## config.mk

```make
export PLATFORM = sky130hd
export DESIGN_NAME = wb_writer_flat
export DESIGN_NICKNAME = d
export VERILOG_FILES = /design/src/rtl/wb_writer_if.sv /design/src/rtl/wb_writer.sv /design/src/flat_wrapper.sv
export SDC_FILE = /design/constraint.sdc
export NUM_CORES = 1
export LEC_CHECK = 0
export CAP_MARGIN = 5
export CORE_MARGIN = 2
export CORE_UTILIZATION = 30
export CTS_CLUSTER_SIZE = 25
export DETAILED_ROUTE_END_ITERATION = 10
export DONT_BUFFER_PORTS = 1
export HOLD_SLACK_MARGIN = 0.1
export PLACE_DENSITY = 0.48
export SYNTH_ARGS = -nofsm -noshare
export SYNTH_HDL_FRONTEND = slang
export SYNTH_SLANG_ARGS = --single-unit
```

## constraint.sdc

```tcl
create_clock -name clock -period 6.11 [get_ports clock]
set_input_delay 1.833 -clock clock [delete_from_list [all_inputs] [get_ports clock]]
set_output_delay 1.833 -clock clock [all_outputs]
set_load 0.05 [all_outputs]
```

## src/rtl/wb_writer_if.sv

```systemverilog
// wb_writer_if: ALU/load inputs, register-file write port and forwarding lookups of the write-back merger.
interface wb_writer_if #(
    parameter int DATA_W = 8,
    parameter int ADDR_W = 3,
    parameter int DEPTH  = 2
);
    logic                       alu_valid;
    logic [ADDR_W-1:0]          alu_rd;
    logic [DATA_W-1:0]          alu_data;
    logic                       ld_valid;
    logic                       ld_ready;
    logic [ADDR_W-1:0]          ld_rd;
    logic [DATA_W-1:0]          ld_data;
    logic                       writereg;
    logic [ADDR_W-1:0]          rd;
    logic [DATA_W-1:0]          writedata;
    logic [ADDR_W-1:0]          fwd_rs1;
    logic [ADDR_W-1:0]          fwd_rs2;
    logic                       fwd1_hit;
    logic [DATA_W-1:0]          fwd1_data;
    logic                       fwd2_hit;
    logic [DATA_W-1:0]          fwd2_data;
    logic [$clog2(DEPTH+1)-1:0] pending;

    modport master (
        output alu_valid, alu_rd, alu_data, ld_valid, ld_rd, ld_data, fwd_rs1, fwd_rs2,
        input  ld_ready, writereg, rd, writedata, fwd1_hit, fwd1_data, fwd2_hit, fwd2_data, pending
    );
    modport slave (
        input  alu_valid, alu_rd, alu_data, ld_valid, ld_rd, ld_data, fwd_rs1, fwd_rs2,
        output ld_ready, writereg, rd, writedata, fwd1_hit, fwd1_data, fwd2_hit, fwd2_data, pending
    );
endinterface

```

## src/rtl/wb_writer.sv

```systemverilog
// wb_writer: merges never-stalled ALU results and FIFO-buffered load results onto one register-file write port.
module wb_writer #(
    parameter int DATA_W = 8,
    parameter int ADDR_W = 3,
    parameter int DEPTH  = 2
) (
    input logic         clock,
    input logic         reset,
    wb_writer_if.slave  bus
);
    localparam int PW = $clog2(DEPTH + 1);
    localparam int IW = $clog2(DEPTH);

    logic [DEPTH-1:0]  live;
    logic [ADDR_W-1:0] q_rd   [DEPTH];
    logic [DATA_W-1:0] q_data [DEPTH];
    logic [IW-1:0]     wr_ptr, rd_ptr;
    logic [PW-1:0]     count;
    logic              alu_go, push, pop, head_live;

    assign bus.ld_ready = !reset && (count < PW'(DEPTH));
    assign bus.pending  = count;
    assign alu_go       = bus.alu_valid && bus.alu_rd != '0;
    assign push         = bus.ld_valid && bus.ld_ready && bus.ld_rd != '0;
    assign pop          = !alu_go && count != '0;
    assign head_live    = live[rd_ptr];

    always_ff @(posedge clock)
        if (push) begin
            q_rd[wr_ptr]   <= bus.ld_rd;
            q_data[wr_ptr] <= bus.ld_data;
        end

    // Ordering matters: pop clears the head, ALU kills older matches, then a same-cycle push stays live.
    always_ff @(posedge clock or posedge reset)
        if (reset) begin
            live          <= '0;
            wr_ptr        <= '0;
            rd_ptr        <= '0;
            count         <= '0;
            bus.writereg  <= 1'b0;
            bus.rd        <= '0;
            bus.writedata <= '0;
        end else begin
            if (pop) live[rd_ptr] <= 1'b0;
            for (int i = 0; i < DEPTH; i++)
                if (alu_go && q_rd[i] == bus.alu_rd) live[i] <= 1'b0;
            if (push) live[wr_ptr] <= 1'b1;
            wr_ptr       <= wr_ptr + IW'(push);
            rd_ptr       <= rd_ptr + IW'(pop);
            count        <= count + PW'(push) - PW'(pop);
            bus.writereg <= alu_go || (pop && head_live);
            if (alu_go) begin
                bus.rd        <= bus.alu_rd;
                bus.writedata <= bus.alu_data;
            end else if (pop && head_live) begin
                bus.rd        <= q_rd[rd_ptr];
                bus.writedata <= q_data[rd_ptr];
            end
        end

    // Scan oldest to youngest so the youngest live match is the one left standing.
    always_comb begin
        bus.fwd1_hit  = 1'b0;
        bus.fwd1_data = '0;
        bus.fwd2_hit  = 1'b0;
        bus.fwd2_data = '0;
        for (int k = 0; k < DEPTH; k++) begin
            if (live[rd_ptr + IW'(k)] && q_rd[rd_ptr + IW'(k)] == bus.fwd_rs1) begin
                bus.fwd1_hit  = 1'b1;
                bus.fwd1_data = q_data[rd_ptr + IW'(k)];
            end
            if (live[rd_ptr + IW'(k)] && q_rd[rd_ptr + IW'(k)] == bus.fwd_rs2) begin
                bus.fwd2_hit  = 1'b1;
                bus.fwd2_data = q_data[rd_ptr + IW'(k)];
            end
        end
    end
endmodule
```

## src/flat_wrapper.sv

```systemverilog
// flat-port wrapper written by rule: the top's interface ports become plain ports
module wb_writer_flat 
#(
    parameter int DATA_W = 8,
    parameter int ADDR_W = 3,
    parameter int DEPTH  = 2
)
  (clock, reset, bus_alu_valid, bus_alu_rd, bus_alu_data, bus_ld_valid, bus_ld_rd, bus_ld_data, bus_fwd_rs1, bus_fwd_rs2, bus_ld_ready, bus_writereg, bus_rd, bus_writedata, bus_fwd1_hit, bus_fwd1_data, bus_fwd2_hit, bus_fwd2_data, bus_pending);
  wb_writer_if #(.DATA_W(DATA_W), .ADDR_W(ADDR_W), .DEPTH(DEPTH)) bus_i ();
  input logic clock;
  input logic reset;
  input wire logic [$bits(bus_i.alu_valid)-1:0] bus_alu_valid;
  input wire logic [$bits(bus_i.alu_rd)-1:0] bus_alu_rd;
  input wire logic [$bits(bus_i.alu_data)-1:0] bus_alu_data;
  input wire logic [$bits(bus_i.ld_valid)-1:0] bus_ld_valid;
  input wire logic [$bits(bus_i.ld_rd)-1:0] bus_ld_rd;
  input wire logic [$bits(bus_i.ld_data)-1:0] bus_ld_data;
  input wire logic [$bits(bus_i.fwd_rs1)-1:0] bus_fwd_rs1;
  input wire logic [$bits(bus_i.fwd_rs2)-1:0] bus_fwd_rs2;
  output wire logic [$bits(bus_i.ld_ready)-1:0] bus_ld_ready;
  output wire logic [$bits(bus_i.writereg)-1:0] bus_writereg;
  output wire logic [$bits(bus_i.rd)-1:0] bus_rd;
  output wire logic [$bits(bus_i.writedata)-1:0] bus_writedata;
  output wire logic [$bits(bus_i.fwd1_hit)-1:0] bus_fwd1_hit;
  output wire logic [$bits(bus_i.fwd1_data)-1:0] bus_fwd1_data;
  output wire logic [$bits(bus_i.fwd2_hit)-1:0] bus_fwd2_hit;
  output wire logic [$bits(bus_i.fwd2_data)-1:0] bus_fwd2_data;
  output wire logic [$bits(bus_i.pending)-1:0] bus_pending;
  assign bus_i.alu_valid = bus_alu_valid;
  assign bus_i.alu_rd = bus_alu_rd;
  assign bus_i.alu_data = bus_alu_data;
  assign bus_i.ld_valid = bus_ld_valid;
  assign bus_i.ld_rd = bus_ld_rd;
  assign bus_i.ld_data = bus_ld_data;
  assign bus_i.fwd_rs1 = bus_fwd_rs1;
  assign bus_i.fwd_rs2 = bus_fwd_rs2;
  assign bus_ld_ready = bus_i.ld_ready;
  assign bus_writereg = bus_i.writereg;
  assign bus_rd = bus_i.rd;
  assign bus_writedata = bus_i.writedata;
  assign bus_fwd1_hit = bus_i.fwd1_hit;
  assign bus_fwd1_data = bus_i.fwd1_data;
  assign bus_fwd2_hit = bus_i.fwd2_hit;
  assign bus_fwd2_data = bus_i.fwd2_data;
  assign bus_pending = bus_i.pending;
  wb_writer #(.DATA_W(DATA_W), .ADDR_W(ADDR_W), .DEPTH(DEPTH)) u_core (.clock(clock), .reset(reset), .bus(bus_i));
endmodule
```

==> summary.md, run 1 <==
| Metric | Value |
|---|---|
| Number of clock sinks | `40` |
| Top_reg_cell synth | `sky130_fd_sc_hd__edfxtp_1` |
| Layout cell share with drive strength beyond 1 | `0.1124` |
| Number of H-tree levels | `2` |
| Maximum clock skew at final layout | `0.004565 ns` |
| Cell Rows | `33` |
| Cell breakdown of the critical path | `xor2_1, o32ai_1, and3_1, a2111oi_0, or3_1` |
| Worst min-delay path class | `register to register` |
| Average routed wire per standard cell | `18.52 um` |
| Cells on worst reg2reg path | `3` |
| Via Count | `1888` |
| Beginning of the worst hold path | `u_core.wr_ptr` |
| Post-layout minimum cycle time | `5.396 ns` |
| Switching power as a share of total power | `0.5061` |
| Max IR drop VDD | `0.0001548 V` |
| Endpoints failing setup | `0` |
| Clock root buffer | `sky130_fd_sc_hd__clkbuf_8` |
| I/O pin total | `65` |
| Count of state elements after synthesis | `40` |
| Post-CTS Hold Fix Bufs | `0` |
| Post-synth design cell area | `2492 um2` |
| Maxcap violations | `0` |
| Vias in the first global route | `1929` |
| Reg2reg start | `u_core.bus.pending[1]` |
| Worst path slowest cell | `sky130_fd_sc_hd__or3_1` |
| Element type at the critical path end | `primary output` |
| Critical path launch point type | `input pin` |
| Clk pin slew, worst setup/hold paths | `0.08 ns` |
| Most frequent cell after synthesis | `sky130_fd_sc_hd__nand2_1` |
| Top post-synthesis cells by area | `sky130_fd_sc_hd__edfxtp_1, sky130_fd_sc_hd__dfrtp_1, sky130_fd_sc_hd__a32oi_1` |
| Worst hold path cell count | `1` |
| Total CTS buffers | `5` |
| Multiplexer share of the synthesized area | `0.06124` |
| P&R area growth vs syn | `10.59%` |
| Xor and xnor area share after synthesis | `0.07731` |
| Met1 Use GR | `0.2091` |
| DRT Pass-1 Iters | `4` |
| Synthesized instance count | `244` |
| CTS tree | `done` |
| Routability-driven placement congestion ratio | `0.7844` |
| Number of buffers inserted to repair setup after CTS | `0` |
| Share of Yosys cell area claimed by the top area cell type | `0.2651` |
| Filler cell count in the final layout | `836` |
| Destination of the worst register-to-register timing path | `u_core.q_data[1][0]` |
| Period utilisation layout | `0.8832` |
| CP max FO | `16` |
| Leading cell types by count after synthesis | `sky130_fd_sc_hd__nand2_1, sky130_fd_sc_hd__edfxtp_1, sky130_fd_sc_hd__a32oi_1, sky130_fd_sc_hd__dfrtp_1, sky130_fd_sc_hd__mux2i_1` |
| CTS-repair resized insts | `0` |
| Clock insertion delay at the later pin of the skew report | `0.30 ns` |
| Adder-cell area share of the yosys netlist | `0.01506` |
| Number of antenna violations at the first check in global routing | `0` |
| Total of warnings raised by yosys | `0` |
| Worst-case headroom to the max-slew limit | `0.3080` |
| Power per Cell Area | `468.3 nW/um2` |
| R2R setup slack | `3.26 ns` |
| Arrival time of data at the critical path endpoint | `3.56 ns` |
| Total inserted antenna cells | `0` |
| Post-route ant nets | `0` |
| Static Leakage | `1.045 nW` |
| Slew Limit Fails | `0` |
| GR Layer Usage met2 | `0.2342` |
| HPWL reported at the end of detailed placement | `4.873 mm` |
| Int Pwr | `0.0006374 W` |
| Class of the most critical setup path | `input pin to primary output` |
| Post-synth net total | `279` |
| Actual transition at the worst max-transition pin | `1.031 ns` |
| Residual overflow from global routing | `0` |
| Post-detailed-route via-to-cell ratio | `5.333` |
| Sequential power share | `0.473` |
| Die Footprint | `9054 um2` |
| Largest net degree at the start of global routing | `58` |
| Clock network fraction of total power | `0.171` |
| Worst hold-check slack | `0.5453 ns` |
| Mean instance size in the synthesized netlist | `10.21 um2` |
| DRC violations left | `0` |
| Global-route wire length before repair | `10.39 mm` |
| Crit path max-delay family | `simple AND/OR/NAND/NOR gates` |
| Buffers added on ports | `0` |
| Unrepaired setup endpoints after global routing | `false` |
| Hold path endpoint | `u_core.live[0]` |
| Complex-gate fraction of the synthesized area | `0.1933` |
| Unique masters post-synth | `38` |
| Simple-Gate Fraction of Synth Area | `0.1662` |
| Number of buffer and inverter instances along the worst setup path | `0` |
| Clk buf depth | `2` |
| Largest family of logic cells by synthesized area | `compound AO/OA/AOI/OAI gates` |
| Width of the chip | `95.15 um` |
| Net switching power | `0.0006533 W` |
| Async set-reset flop share out of synthesis | `0.4500` |
| Final layout net count | `283` |
| CP Data Required Time | `4.28 ns` |
| Status | `completed` |
| Combinational share of power | `0.356` |
| Die Y-Extent | `95.15 um` |
| Total GRT Usage | `0.1530` |
| Maximum clock frequency | `185.3 MHz` |
| Setup TNS Final | `0 ns` |
| Count of routing violations after the opening detailed-route iteration | `84` |
| Number of enable flip-flop cells after synthesis | `22` |
| Met3 track utilization from global routing | `0.04348` |
| Number of endpoints with negative hold slack in the final report | `0` |
| Initial core utilization | `0.3064` |
| Sequential area share after synthesis | `0.4458` |
| Total wire length after detailed routing | `6.557 mm` |
| Floorplan Core Area | `8134 um2` |
| Most crowded layer after global routing | `met2` |
| Dominant cell type by area after synthesis | `sky130_fd_sc_hd__edfxtp_1` |
| Largest stage delay on the critical path | `0.65 ns` |
==> state kept, by name, indices dropped and copies added (netlist names) <==
| name | count |
|---|---|
| u_core.q_data | 16 |
| u_core.bus.writedata | 8 |
| u_core.q_rd | 6 |
| u_core.bus.rd | 3 |
| u_core.bus.pending | 2 |
| u_core.live | 2 |
| u_core.bus.writereg | 1 |
| u_core.rd_ptr | 1 |
| u_core.wr_ptr | 1 |
==> cell usage in the layout, fill, tap and decap left out, types with 2 or more instances in the layout <==
master,count
sky130_fd_sc_hd__nand3_1,2
sky130_fd_sc_hd__a31o_1,6
sky130_fd_sc_hd__nor3_1,2
sky130_fd_sc_hd__mux2_2,2
sky130_fd_sc_hd__inv_1,6
sky130_fd_sc_hd__o21ai_1,13
sky130_fd_sc_hd__o21ai_0,7
sky130_fd_sc_hd__or3_1,8
sky130_fd_sc_hd__clkbuf_8,5
sky130_fd_sc_hd__mux2i_1,13
sky130_fd_sc_hd__nor2_1,10
sky130_fd_sc_hd__a2111oi_0,8
sky130_fd_sc_hd__edfxtp_1,22
sky130_fd_sc_hd__nor4_1,2
sky130_fd_sc_hd__ha_1,3
sky130_fd_sc_hd__xnor2_1,10
sky130_fd_sc_hd__xor2_1,12
sky130_fd_sc_hd__nand2b_1,8
sky130_fd_sc_hd__dfrtp_1,17
sky130_fd_sc_hd__buf_4,12
sky130_fd_sc_hd__a32oi_1,18
sky130_fd_sc_hd__and3_1,9
sky130_fd_sc_hd__a31o_2,2
sky130_fd_sc_hd__nor3b_1,8
sky130_fd_sc_hd__o22ai_1,2
sky130_fd_sc_hd__nand2_1,26
sky130_fd_sc_hd__o31ai_2,2
==> through the flow <==
| step | instance area, um2 | worst slack, ns | utilization | std cells | power, W |
|---|---|---|---|---|---|
| detailed placement | 2645 | 0.7268 | 0.3252 | 346 | 0.001079 |
| global route | 2756 | 0.6100 | 0.3389 | 354 | 0.001375 |
| floorplan | 2492 | 0.7237 | - | 244 | 0.0009755 |
| CTS | 2756 | 0.7250 | 0.3389 | 354 | 0.001303 |
| global placement | 2645 | 0.7404 | 0.3252 | 346 | 0.001072 |
| finish | 2756 | 0.7138 | 0.3389 | 354 | 0.001291 |
==> worst reg2reg max path, cell delays in order (launching register included) <==
cell and delay [ns]:
sky130_fd_sc_hd__dfrtp_1 0.63, sky130_fd_sc_hd__nor2_1 0.88, sky130_fd_sc_hd__o311a_1 0.42, sky130_fd_sc_hd__ha_1 0.56
==> power by group through the flow <==
| stage | Sequential [W] | Combinational [W] | Clock [W] |
|---|---|---|---|
| floorplan | 0.000543 | 0.000433 | 0 |
| global placement | 0.000614 | 0.000458 | 0 |
| detailed placement | 0.000617 | 0.000462 | 0 |
| CTS | 0.000610 | 0.000464 | 0.000230 |
| global route | 0.000629 | 0.000506 | 0.000240 |
| finish | 0.000610 | 0.000460 | 0.000221 |
==> routing by layer <==
metal  part of all wire  up-vias
met5                  0        -
met4              0.013        0
met3              0.057        6
met2               0.45       40
met1               0.48      912
li1                   -      930
==> kinds of logic (layout without fill, tap and decap cells) <==
logic type               count (synthesis)  after routing
AO/OA/AOI/OAI                           65             65
XOR/XNOR                                22             22
adder cells (fa/ha/maj)                  3              3
buffers and inverters                   21             26
flip-flops                              40             40
multiplexers                            15             15
AND/OR/NAND/NOR                         78             78
==> how the worst max path moves through the flow <==
| stage | slack, ns | cells after the start | endpoint | startpoint |
|---|---|---|---|---|
| 6_report | 0.71 | 5 | bus_fwd2_data[3] | bus_fwd_rs2[0] |
| 5_1_grt | 0.61 | 5 | bus_fwd2_data[1] | bus_fwd_rs2[0] |
| 4_1_cts | 0.72 | 5 | bus_fwd2_data[1] | bus_fwd_rs2[0] |
| 3_5_place_dp | 0.73 | 5 | bus_fwd2_data[1] | bus_fwd_rs2[0] |
| 3_3_place_gp | 0.74 | 5 | bus_fwd2_data[1] | bus_fwd_rs2[0] |
| 2_1_floorplan | 0.72 | 6 | bus_fwd1_data[6] | bus_fwd_rs1[1] |
==> cell type report <==
class / count / area [um2] / area share
Sequential cell: 40 / 1112 / 0.4035
Timing Repair Buffer: 12 / 90.09 / 0.03268
Multi-Input combinational cell: 183 / 1289 / 0.4675
Clock buffer: 5 / 68.82 / 0.02497
Tap cell: 105 / 131.4 / 0.04766
Clock inverter: 3 / 42.54 / 0.01543
Inverter: 6 / 22.52 / 0.008171
Power figures use the tool's default switching activity.
==> run 2, diff against run 1 <==
--- a/constraint.sdc
+++ b/constraint.sdc
@@ -3,2 +3,2 @@
 set_output_delay 1.833 -clock clock [all_outputs]
-set_load 0.05 [all_outputs]
+set_load 0.005 [all_outputs]
==> run 2 against run 1 <==
Total power shrank 23%. Via count shrank 0.42%. Non-clock buffer count down 9.
==> summary.md, run 2 (synthesis results as in run 1) <==
| Metric | Value |
|---|---|
| Clock root buffer | `sky130_fd_sc_hd__clkbuf_8 (unchanged)` |
| DRT Pass-1 Iters | `4 (unchanged)` |
| Count of placed standard cells including taps | `337 (was 346)` |
| Period utilisation layout | `0.8486 (was 0.8832)` |
| Worst min-delay path class | `register to register (unchanged)` |
| Clk buf depth | `2 (unchanged)` |
| Vias in the first global route | `1848 (was 1929)` |
| Net switching power | `0.0004099 W (was 0.0006533 W)` |
| Count of routing violations after the opening detailed-route iteration | `90 (was 84)` |
| Worst hold path cell count | `2 (was 1)` |
| Clock insertion delay at the later pin of the skew report | `0.29 ns (was 0.30 ns)` |
| Element type at the critical path end | `primary output (unchanged)` |
| Total GRT Usage | `0.1504 (was 0.1530)` |
| Die Footprint | `9054 um2 (unchanged)` |
| Status | `completed (unchanged)` |
| Worst hold-check slack | `0.5195 ns (was 0.5453 ns)` |
| Initial core utilization | `0.3064 (unchanged)` |
| Class of the most critical setup path | `input pin to primary output (unchanged)` |
| Actual transition at the worst max-transition pin | `0.9940 ns (was 1.031 ns)` |
| Final setup margin | `0.9252 ns (was 0.7138 ns)` |
| Number of endpoints with negative hold slack in the final report | `0 (unchanged)` |
| P&R area growth vs syn | `6.928% (was 10.59%)` |
| Sequential power share | `0.479 (was 0.473)` |
| Power per Cell Area | `371.9 nW/um2 (was 468.3 nW/um2)` |
| Average routed wire per standard cell | `19.09 um (was 18.52 um)` |
| Endpoints failing setup | `0 (unchanged)` |
| Largest net degree at the start of global routing | `58 (unchanged)` |
| Flip-flop count of the largest register, all copies and words added | `16 (unchanged)` |
| Maxcap violations | `0 (unchanged)` |
| Destination of the worst register-to-register timing path | `u_core.bus.rd[1] (was u_core.q_data[1][0])` |
| Post-route insts no fill | `345 (was 354)` |
| R2R setup slack | `3.60 ns (was 3.26 ns)` |
| Int Pwr | `0.0005813 W (was 0.0006374 W)` |
| Max IR drop VDD | `0.0001389 V (was 0.0001548 V)` |
| Total CTS buffers | `5 (unchanged)` |
| Switching power as a share of total power | `0.4135 (was 0.5061)` |
| Crit path launch | `bus_fwd_rs2[0] (unchanged)` |
| Critical path endpoint | `bus_fwd2_data[3] (unchanged)` |
| Unrepaired setup endpoints after global routing | `false (unchanged)` |
| Clk pin slew, worst setup/hold paths | `0.09 ns (was 0.08 ns)` |
| Width of the chip | `95.15 um (unchanged)` |
| Filler cell count in the final layout | `815 (was 836)` |
| Critical path launch point type | `input pin (unchanged)` |
| Cell Rows | `33 (unchanged)` |
| Floorplan Core Area | `8134 um2 (unchanged)` |
| CTS tree | `done (unchanged)` |
| CTS-repair resized insts | `0 (unchanged)` |
| DRC violations left | `0 (unchanged)` |
| Clock network fraction of total power | `0.186 (was 0.171)` |
| Setup TNS Final | `0 ns (unchanged)` |
| Number of antenna violations at the first check in global routing | `0 (unchanged)` |
| Number of H-tree levels | `2 (unchanged)` |
| Final layout net count | `274 (was 283)` |
| CP Data Required Time | `4.28 ns (about the same)` |
| Total inserted antenna cells | `0 (unchanged)` |
| Static Leakage | `0.9807 nW (was 1.045 nW)` |
| CP max FO | `16 (unchanged)` |
| Slew Limit Fails | `0 (unchanged)` |
| Buffers added on ports | `0 (unchanged)` |
| Leading cell type in the layout, fill and taps excluded | `sky130_fd_sc_hd__nand2_1 (unchanged)` |
| Post-route ant nets | `0 (unchanged)` |
| Total wire length after detailed routing | `6.585 mm (was 6.557 mm)` |
| Via Count | `1880 (was 1888)` |
| Routability-driven placement congestion ratio | `0.7419 (was 0.7844)` |
| Layout cell share with drive strength beyond 1 | `0.07500 (was 0.1124)` |
| Top library cells by usage in the layout, fill and taps aside | `sky130_fd_sc_hd__nand2_1, sky130_fd_sc_hd__edfxtp_1, sky130_fd_sc_hd__a32oi_1, sky130_fd_sc_hd__dfrtp_1, sky130_fd_sc_hd__mux2i_1 (was sky130_fd_sc_hd__nand2_1, sky130_fd_sc_hd__edfxtp_1, sky130_fd_sc_hd__a32oi_1, sky130_fd_sc_hd__dfrtp_1)` |
| Residual overflow from global routing | `0 (unchanged)` |
| Number of clock sinks | `40 (unchanged)` |
| Top flop regs | `u_core.q_data (16), u_core.bus.writedata (8), u_core.q_rd (6) (unchanged)` |
| Maximum clock frequency | `192.9 MHz (was 185.3 MHz)` |
| Post-layout minimum cycle time | `5.185 ns (was 5.396 ns)` |
| Maximum clock skew at final layout | `0.002831 ns (was 0.004565 ns)` |
| Post-detailed-route via-to-cell ratio | `5.449 (was 5.333)` |
| Cells on worst reg2reg path | `4 (was 3)` |
| Arrival time of data at the critical path endpoint | `3.35 ns (was 3.56 ns)` |
| Die Y-Extent | `95.15 um (unchanged)` |
| Number of buffers inserted to repair setup after CTS | `0 (unchanged)` |
| HPWL reported at the end of detailed placement | `4.897 mm (was 4.873 mm)` |
| I/O pin total | `65 (unchanged)` |
| Combinational share of power | `0.335 (was 0.356)` |
| Worst-case headroom to the max-slew limit | `0.3373 (was 0.3080)` |
| Reg2reg start | `u_core.rd_ptr (was u_core.bus.pending[1])` |
| Global-route wire length before repair | `10.19 mm (was 10.39 mm)` |
| Largest Register | `u_core.q_data (unchanged)` |
| DP Worst Slack | `0.9163 ns (was 0.7268 ns)` |
| Post-CTS Hold Fix Bufs | `0 (unchanged)` |
-- run 2: worst min path at each step --
stage	startpoint	endpoint	slack, ns
after floorplan	u_core.wr_ptr	u_core.live[0]	0.47
after global placement	u_core.bus.writedata[5]	u_core.bus.writedata[5]	0.50
after detailed placement	u_core.bus.writedata[3]	u_core.bus.writedata[3]	0.51
after CTS	u_core.wr_ptr	u_core.live[0]	0.53
after global routing	u_core.wr_ptr	u_core.live[0]	0.55
final	u_core.bus.writedata[3]	u_core.bus.writedata[3]	0.52
-- run 2: metal layers --
layer | global-route usage | part of all wire | wire (um)
met1 | 0.2031 | 0.44 | 2926
met2 | 0.2218 | 0.45 | 2992
met3 | 0.05929 | 0.090 | 595
met4 | 0.04469 | 0.011 | 71
met5 | 0 | 0 | 0
-- run 2: area by class of cell --
cell class,instances,area (um2),area share
multi-input combinational,183,1284,0.4817
sequential,40,1112,0.4174
tap,105,131.4,0.04930
clock buffer,5,68.82,0.02582
clock inverter,3,23.77,0.008920
timing repair buffer,3,22.52,0.008451
inverter,6,22.52,0.008451
-- run 2: critical path, stage by stage --
cell,delay [ns]
sky130_fd_sc_hd__xor2_1,0.12
sky130_fd_sc_hd__o32ai_1,0.28
sky130_fd_sc_hd__and3_1,0.53
sky130_fd_sc_hd__a2111oi_0,0.13
sky130_fd_sc_hd__or3_1,0.45
-- run 2: through the flow --
stage / instance area (um2) / power (W) / util
after CTS: 2665 / 0.001003 / 0.3276
final: 2665 / 0.0009913 / 0.3276
after global placement: 2572 / 0.0008119 / 0.3163
after detailed placement: 2572 / 0.0008163 / 0.3163
after floorplan: 2492 / 0.0007355 / -
after global routing: 2665 / 0.001071 / 0.3276
-- run 2: power by group through the flow --
stage	sequential, W	clock [W]	combinational [W]
global placement	0.000481	0	0.000331
CTS	0.000476	0.000191	0.000336
detailed placement	0.000482	0	0.000334
global route	0.000494	0.000203	0.000374
finish	0.000475	0.000184	0.000332
floorplan	0.000408	0	0.000328
